$ cat config.mk
export PLATFORM = sky130hd
export DESIGN_NAME = program_counter3
export DESIGN_NICKNAME = d
export VERILOG_FILES = /design/src/rtl/pc_pkg.sv /design/src/rtl/ras_stack.sv /design/src/rtl/program_counter3.sv
export SDC_FILE = /design/constraint.sdc
export NUM_CORES = 1
export LEC_CHECK = 0
export CAP_MARGIN = 15
export CORE_MARGIN = 3
export CORE_UTILIZATION = 30
export DETAILED_ROUTE_END_ITERATION = 12
export GPL_TIMING_DRIVEN = 0
export PLACE_DENSITY = 0.48
export SLEW_MARGIN = 20
export SYNTH_ARGS = -nofsm -noshare
export SYNTH_HDL_FRONTEND = slang
export SYNTH_SLANG_ARGS = --single-unit
$ cat constraint.sdc
create_clock -name clk -period 5.1 [get_ports clk]
set_input_delay 1.02 -clock clk [delete_from_list [all_inputs] [get_ports clk]]
set_output_delay 1.02 -clock clk [all_outputs]
set_load 0.05 [all_outputs]
$ cat src/rtl/pc_pkg.sv
// rtl/pc_pkg.sv - shared next-PC select encoding and default parameters
package pc_pkg;

    typedef enum logic [2:0] {
        SEL_HOLD = 3'd0,
        SEL_RET  = 3'd1,
        SEL_CALL = 3'd2,
        SEL_BR   = 3'd3,
        SEL_INC  = 3'd4
    } pc_sel_e;

    localparam int unsigned DEF_RESET_VEC = 0;
    localparam int unsigned DEF_INC       = 4;

endpackage

$ cat src/rtl/ras_stack.sv
// rtl/ras_stack.sv - circular return-address stack; overflow overwrites the oldest entry
module ras_stack #(
    parameter int DEPTH = 4,
    parameter int W     = 32
) (
    input  logic         clk,
    input  logic         rst,
    input  logic         hold,
    input  logic         push,
    input  logic         pop,
    input  logic [0:W-1] push_data,
    output logic [0:W-1] top,
    output logic         empty,
    output logic         full,
    output logic         err
);

    localparam int PTR_W = $clog2(DEPTH);
    localparam int CNT_W = PTR_W + 1;

    // ptr addresses the next free slot; the top entry sits one below it
    logic [PTR_W-1:0] ptr;
    logic [CNT_W-1:0] count;
    logic [0:W-1]     mem [DEPTH];

    assign top   = mem[ptr - PTR_W'(1)];
    assign empty = (count == '0);
    assign full  = (count == CNT_W'(DEPTH));

    always_ff @(posedge clk or posedge rst) begin
        if (rst) begin
            ptr   <= '0;
            count <= '0;
            err   <= 1'b0;
            for (int i = 0; i < DEPTH; i++) begin
                mem[i] <= '0;
            end
        end else begin
            err <= 1'b0;
            if (!hold) begin
                if (pop) begin
                    if (empty) begin
                        err <= 1'b1;
                    end else begin
                        ptr   <= ptr - PTR_W'(1);
                        count <= count - CNT_W'(1);
                    end
                end else if (push) begin
                    mem[ptr] <= push_data;
                    ptr      <= ptr + PTR_W'(1);
                    if (full) begin
                        err <= 1'b1;
                    end else begin
                        count <= count + CNT_W'(1);
                    end
                end
            end
        end
    end

endmodule

$ cat src/rtl/program_counter3.sv
// rtl/program_counter3.sv - fetch-stage program counter with branch, call/return and RAS
module program_counter3
    import pc_pkg::*;
#(
    parameter int              PC_W      = 32,
    parameter int unsigned     INC       = DEF_INC,
    parameter logic [0:PC_W-1] RESET_VEC = PC_W'(DEF_RESET_VEC),
    parameter int              RAS_DEPTH = 4
) (
    input  logic            clk,
    input  logic            rst,
    input  logic            stall,
    input  logic            branch_en,
    input  logic [0:PC_W-1] branch_tgt,
    input  logic            call_en,
    input  logic            ret_en,
    output logic [0:PC_W-1] next_pc,
    output logic            ras_empty,
    output logic            ras_full,
    output logic            ras_err
);

    pc_sel_e         sel;
    logic [0:PC_W-1] pc_inc;
    logic [0:PC_W-1] ras_top;

    always_comb begin
        sel = SEL_INC;
        if (stall) begin
            sel = SEL_HOLD;
        end else if (ret_en) begin
            sel = SEL_RET;
        end else if (call_en) begin
            sel = SEL_CALL;
        end else if (branch_en) begin
            sel = SEL_BR;
        end
    end

    assign pc_inc = next_pc + PC_W'(INC);

    // A return on an empty stack falls through to a sequential advance
    always_ff @(posedge clk or posedge rst) begin
        if (rst) begin
            next_pc <= RESET_VEC;
        end else begin
            case (sel)
                SEL_HOLD: next_pc <= next_pc;
                SEL_RET:  next_pc <= ras_empty ? pc_inc : ras_top;
                SEL_CALL: next_pc <= branch_tgt;
                SEL_BR:   next_pc <= branch_tgt;
                default:  next_pc <= pc_inc;
            endcase
        end
    end

    ras_stack #(
        .DEPTH (RAS_DEPTH),
        .W     (PC_W)
    ) u_ras (
        .clk       (clk),
        .rst       (rst),
        .hold      (sel == SEL_HOLD),
        .push      (sel == SEL_CALL),
        .pop       (sel == SEL_RET),
        .push_data (pc_inc),
        .top       (ras_top),
        .empty     (ras_empty),
        .full      (ras_full),
        .err       (ras_err)
    );

endmodule

Yosys cells after proc, flatten, opt, wreduce, memory -nomap -nowiden
Index checks and enable logic that the tools add are counted.
{"block": "totals", "reg_bits": 166, "output_inout_bits": 35, "word_cells": 58, "inputBits": 38}
{"block": "op_classes", "eq_ne": 6, "reduce_logical": 8, "bitwise": 4, "mux": 24, "addsub": 5, "order_cmp": 3}
{"op": "128-bit bitwise mux", "n": 1}
{"op": "32-bit 2-to-1 mux", "n": 4}
{"op": "32-bit case mux with 3 select lines", "n": 1}
{"op": "32-bit binary-select mux with 2-bit select", "n": 1}
{"op": "32-bit demux with 2-bit select", "n": 1}
{"op": "32-bit by 3-bit adder with 32-bit output, second input constant", "n": 1}
{"op": "3-bit 2-to-1 mux", "n": 8}
{"op": "3-bit by 2-bit == test with 1-bit output, second input constant", "n": 2}
{"op": "3-bit greater-or-equal comparator, second input constant", "n": 2}
{"op": "3-bit logical NOT", "n": 2}
{"op": "2-bit 2-to-1 mux", "n": 3}
{"op": "2-bit inverter with 3-bit output", "n": 2}
{"op": "3-bit AND reduction", "n": 2}
{"op": "1-bit 2-to-1 mux", "n": 5}
{"op": "4-bit AND reduction", "n": 1}
{"op": "3-bit by 1-bit adder with 3-bit output, second input constant", "n": 1}
{"op": "3-bit by 1-bit == test with 1-bit output, second input constant", "n": 1}
{"op": "3-bit == test, second input constant", "n": 1}
{"op": "3-bit by 1-bit less-than comparator with 1-bit output, second input constant", "n": 1}
{"op": "3-bit by 1-bit subtractor with 3-bit output, second input constant", "n": 1}
{"op": "2-bit by 1-bit adder with 2-bit output, second input constant", "n": 1}
{"op": "2-bit by 1-bit inequality test with 1-bit output, second input constant", "n": 1}
{"op": "2-bit inequality test, second input constant", "n": 1}
{"op": "1-bit inverter", "n": 2}
{"op": "4 further kinds", "n": 4}

Longest topological paths before layout
{"block": "depth", "depth_word": 8, "ltp_mapped": 12, "ltp_nobuf": 6}

By module
A second synthesis with hierarchy kept.
{"block": "hier_totals", "hier_cells": 659, "area_unflattened_um2": 9355.2}
{"module": "ras_stack", "seq_area_each_um2": 3353.2, "area_each_um2": 6626.4, "instances": 1, "cells_each": 354}
{"module": "program_counter3", "seq_area_each_um2": 800.8, "area_each_um2": 2728.9, "instances": 1, "cells_each": 305}

Worst setup path before layout
Ideal clock, no wire load.
{"block": "synth_path", "path_type": "register -> register", "from": "register u_ras.ptr[0]", "to": "register next_pc[6] (netlist name)", "setup_ps": 138, "path_slack_ps": 1946, "arrival_time_ps": 3015, "synth_period_minus_slack_ps": 3154, "required_time_ps": 4962, "path_buffers": 6, "stages_incl_launch_ff": 12, "cell_sequence": "dfrtp_1 clkbuf_1 buf_2 buf_2 inv_1 ha_1 buf_2 buf_2 buf_4 mux4_2 a222oi_1 o21ai_0"}
{"block": "synth_between", "elab_chain_cells": 7}
{"item": "start, declared", "line": "ras_stack.sv:22", "source": "logic [PTR_W-1:0] ptr;"}
{"item": "start signal, assigned", "line": "ras_stack.sv:45", "source": "ptr <= ptr - PTR_W'(1);"}
{"item": "start signal, assigned", "line": "ras_stack.sv:50", "source": "ptr <= ptr + PTR_W'(1);"}
{"item": "2-bit by 1-bit subtractor with 2-bit output", "line": "ras_stack.sv:26", "source": "assign top = mem[ptr - PTR_W'(1)];"}
{"item": "2-bit inverter with 3-bit output (not written as such)", "line": "ras_stack.sv:26"}
{"item": "32-bit binary-select mux with 2-bit select", "line": "ras_stack.sv:26"}
{"item": "32-bit 2-to-1 mux (not written as such) (2 in a row)", "line": "ras_stack.sv:26"}
{"item": "32-bit 2-to-1 mux", "line": "program_counter3.sv:49", "source": "SEL_RET: next_pc <= ras_empty ? pc_inc : ras_top;"}
{"item": "32-bit case mux with 3 select lines", "line": "program_counter3.sv:47", "source": "case (sel)"}
{"item": "end signal, assigned", "line": "program_counter3.sv:48", "source": "SEL_HOLD: next_pc <= next_pc;"}
{"item": "end signal, assigned", "line": "program_counter3.sv:49"}
{"item": "end signal, assigned", "line": "program_counter3.sv:50", "source": "SEL_CALL: next_pc <= branch_tgt;"}
{"item": "end, declared", "line": "program_counter3.sv:17", "source": "output logic [0:PC_W-1] next_pc,"}
No other way between the ends. The select of a mux whose other input is x is not followed.
A chain may end at the register's enable or synchronous reset.

Worst setup path after layout
{"block": "layout_path", "from": "register u_ras.ptr[0]", "to": "register next_pc[28] (netlist name)"}
Same word-level chain as after synthesis.

==> impl_metrics.tcl <==
set metrics [dict create \
    status "complete, no violations" \
    ctsHoldBuffers 0 \
    initial_core_util_pct 30.9 \
    synth_edf_count 0 \
    h-tree-depth 4 \
    cts_num_sinks 166 \
    hp-class "reg -> reg" \
    cts_buffer_depth 2 \
    grt_usage_pct 19.2 \
    ys_ff_latch 166 \
    final_hold_viol_count 0 \
    yosysWarningCount 0 \
    cpPeakStageDelay_ns 0.47 \
    fill_cells 2599 \
    finClkSkew_ns 0.00842 \
    drt_iter0_markers 454 \
    synth_top_area_cell "dfrtp_1" \
    area_delta_synth_final_pct 22.7 \
    die_y_um 171 \
    core_sq_um 26400 \
    antenna_cells 0 \
    period_minus_slack_ns 4.23 \
    setup_tns_ns 0 \
    overflow 0 \
    syn-num-nets 816 \
    hpwlAfterDp_mm 18.2 \
    cpLargestDelayFamily "buffers and inverters" \
    rsz0062_at_grt "false" \
    drive_above_1_share_pct 13.9 \
    cts_resized 0 \
    vias 6457 \
    setup_viol 0 \
    die_area_sq_um 29100 \
    drtAntennaViolNets 0 \
    yosys-top-cells-area "dfrtp_1, mux4_2, a21oi_1, o21ai_0, nand2_1" \
    antenna_found_initial 0 \
    critPathMaxFanout 10 \
    die_w_um 171 \
    max_freq_ghz 0.236 \
    cp.required_ns 5.38 \
    grt_pass1_vias 6392 \
    synthesis.instances 772 \
    numPortBuffers 71 \
    path_common_cell "buf_2" \
    num_rows 59 \
    gp_congestion 0.775 \
    tritoncts "built" \
    nets 911 \
    drt-total-wl_mm 27.1 \
    avgSynthCellArea_sq_um 10.5 \
    arrival_ns 4.51 \
    worst_slack_ns 0.871 \
    vias_per_cell 5.32 \
    startpoint_type "flop" \
    grt_pass1_wl_mm 41.4 \
    cts_buffers 17 \
    drt_pre_antenna_iters 5 \
    maxCapViolations 0 \
    routedWlPerCell_um 22.3 \
    synth_area_sq_um 8140 \
    synthArstFlopShare_pct 100 \
    cp_slowest_cell "clkbuf_1" \
    crit_type "reg -> reg" \
    post-cts-setup-buffers 0 \
    synth_ff_type "dfrtp_1" \
    timing.slew.headroom_pct 24.2 \
    peakVddDrop_mv 0.258 \
    drc 0 \
    ios 73 \
    yosysUniqueCellTypes 52 \
    min_period_over_period_pct 82.9 \
    worstSetupEndpointType "flop" \
    cp_num_buf_inv 7 \
    slew_viol_final 0 \
    synth_top_area_share_pct 51.1 \
    grt_max_degree 32 \
    total_leakage_power_uw 0.00412 \
    clock_tree.root_cell "clkbuf_16" \
    clkTransAtPathRegs_ns 0.07 \
    power_density_nw_per_um2 672 \
    dp_slack_ns 0.837 \
    worst_slew_pin_slew_ns 1.13 \
    clk_latency_ns 0.43 \
    yosysSeqAreaShare_pct 51.1 \
    path_cells "clkbuf_1, buf_2, buf_2, inv_1, ha_1, buf_2, buf_2, buf_4, mux4_2, a22o_1, a211oi_1, a21oi_1" \
]
[state kept, by name (all words and copies together), names as in the netlist]
register / count
u_ras.mem: 128
u_ras.count: 3
u_ras.ptr: 2
next_pc: 32
u_ras.err: 1
[area by class of cell]
cell class / instances / area [sq um] / share of cell area (%)
buffer: 59 / 274 / 2.74
inverter: 16 / 63.8 / 0.639
timing repair buffer: 76 / 811 / 8.12
clock buffer: 22 / 464 / 4.65
tap: 335 / 419 / 4.20
clock inverter: 9 / 150 / 1.50
sequential: 166 / 4150 / 41.6
multi-input combinational: 531 / 3650 / 36.5
[logic make-up after synthesis]
logic type	share of synthesized area, %
AOI/OAI and AO/OA	14.8
and+or+nand+nor	13.6
buffers and inverters	4.11
adders and majority gates	1.01
muxes	12.0
xor gates and xnor gates	3.34
DFF	51.1
[worst register-to-register path, stage by stage (launching register included)]
cell and delay, ns:
dfrtp_1 0.38, clkbuf_1 0.47, buf_2 0.47, buf_2 0.42, inv_1 0.12, ha_1 0.30, buf_2 0.27, buf_2 0.43
buf_4 0.34, mux4_2 0.35, a22o_1 0.20, a211oi_1 0.25, a21oi_1 0.07
[cells in the final DEF (no fill, tap or decap), types with 4 or more instances in the layout]
cell,netlist,layout
clkdlybuf4s50_1,0,71
a221o_1,6,6
a21oi_1,81,81
ha_1,5,5
xor2_1,13,13
a22oi_1,6,6
mux2i_1,9,9
nand3_1,15,15
buf_2,22,22
mux4_2,32,32
buf_12,0,5
clkbuf_16,0,17
o21ai_0,77,77
bufinv_16,0,4
nor3_1,7,7
nor4_1,6,6
nand2_1,87,87
buf_4,4,4
and2_1,4,4
mux2_2,15,15
inv_1,15,14
clkbuf_1,31,34
xnor2_1,18,18
nand4_1,9,9
nor2_1,84,84
o311ai_0,4,4
dfrtp_1,166,166
a222oi_1,12,12
[metrics by stage]
stage | hold slack [ns] | std cells | cell area [sq um] | util [%] | total power, uW
detailed placement | 0.462 | 1183 | 9370 | 35.6 | 5350
floorplan | 0.441 | 772 | 8140 | - | 4430
finish | 0.475 | 1214 | 9980 | 37.9 | 6710
global route | 0.500 | 1214 | 9980 | 37.9 | 7140
CTS | 0.477 | 1214 | 9980 | 37.9 | 6740
global placement | 0.460 | 1178 | 9270 | 35.2 | 5310
[cell usage after synthesis (7+ instances only)]
| master | count |
|---|---|
| dfrtp_1 | 166 |
| nand2_1 | 87 |
| nor2_1 | 84 |
| a21oi_1 | 81 |
| o21ai_0 | 77 |
| mux4_2 | 32 |
| clkbuf_1 | 31 |
| buf_2 | 22 |
| xnor2_1 | 18 |
| inv_1 | 15 |
| mux2_2 | 15 |
| nand3_1 | 15 |
| xor2_1 | 13 |
| a222oi_1 | 12 |
| mux2i_1 | 9 |
| nand4_1 | 9 |
| nor3_1 | 7 |
[layer usage]
layer	global-route usage (%)	up-vias	wire (um)
li1	-	2954	-
met1	28.1	3278	12700
met2	29.7	198	12500
met3	3.33	27	1480
met4	4.59	0	408
met5	0	-	0
[final timing paths]
check,start,to,slack [ns],cells past startpoint
max,u_ras.ptr[0],next_pc[28],0.87,12
min,u_ras.mem[3],u_ras.mem[3],0.48,2
max reg2reg,u_ras.ptr[0],next_pc[28],0.87,12
min reg2reg,u_ras.mem[3],u_ras.mem[3],0.48,2
max in group asynchronous,rst,u_ras.mem[92],3.05,5
min in group asynchronous,rst,next_pc[24],1.00,2
[power by group]
group,internal [uW],leakage (uW),switching (uW),total (uW)
sequential,1920,0.00199,453,2370
combinational,1280,0.00183,1680,2950
clock,841,0.000296,542,1380
No activity file was read; power rests on OpenSTA's default activity.
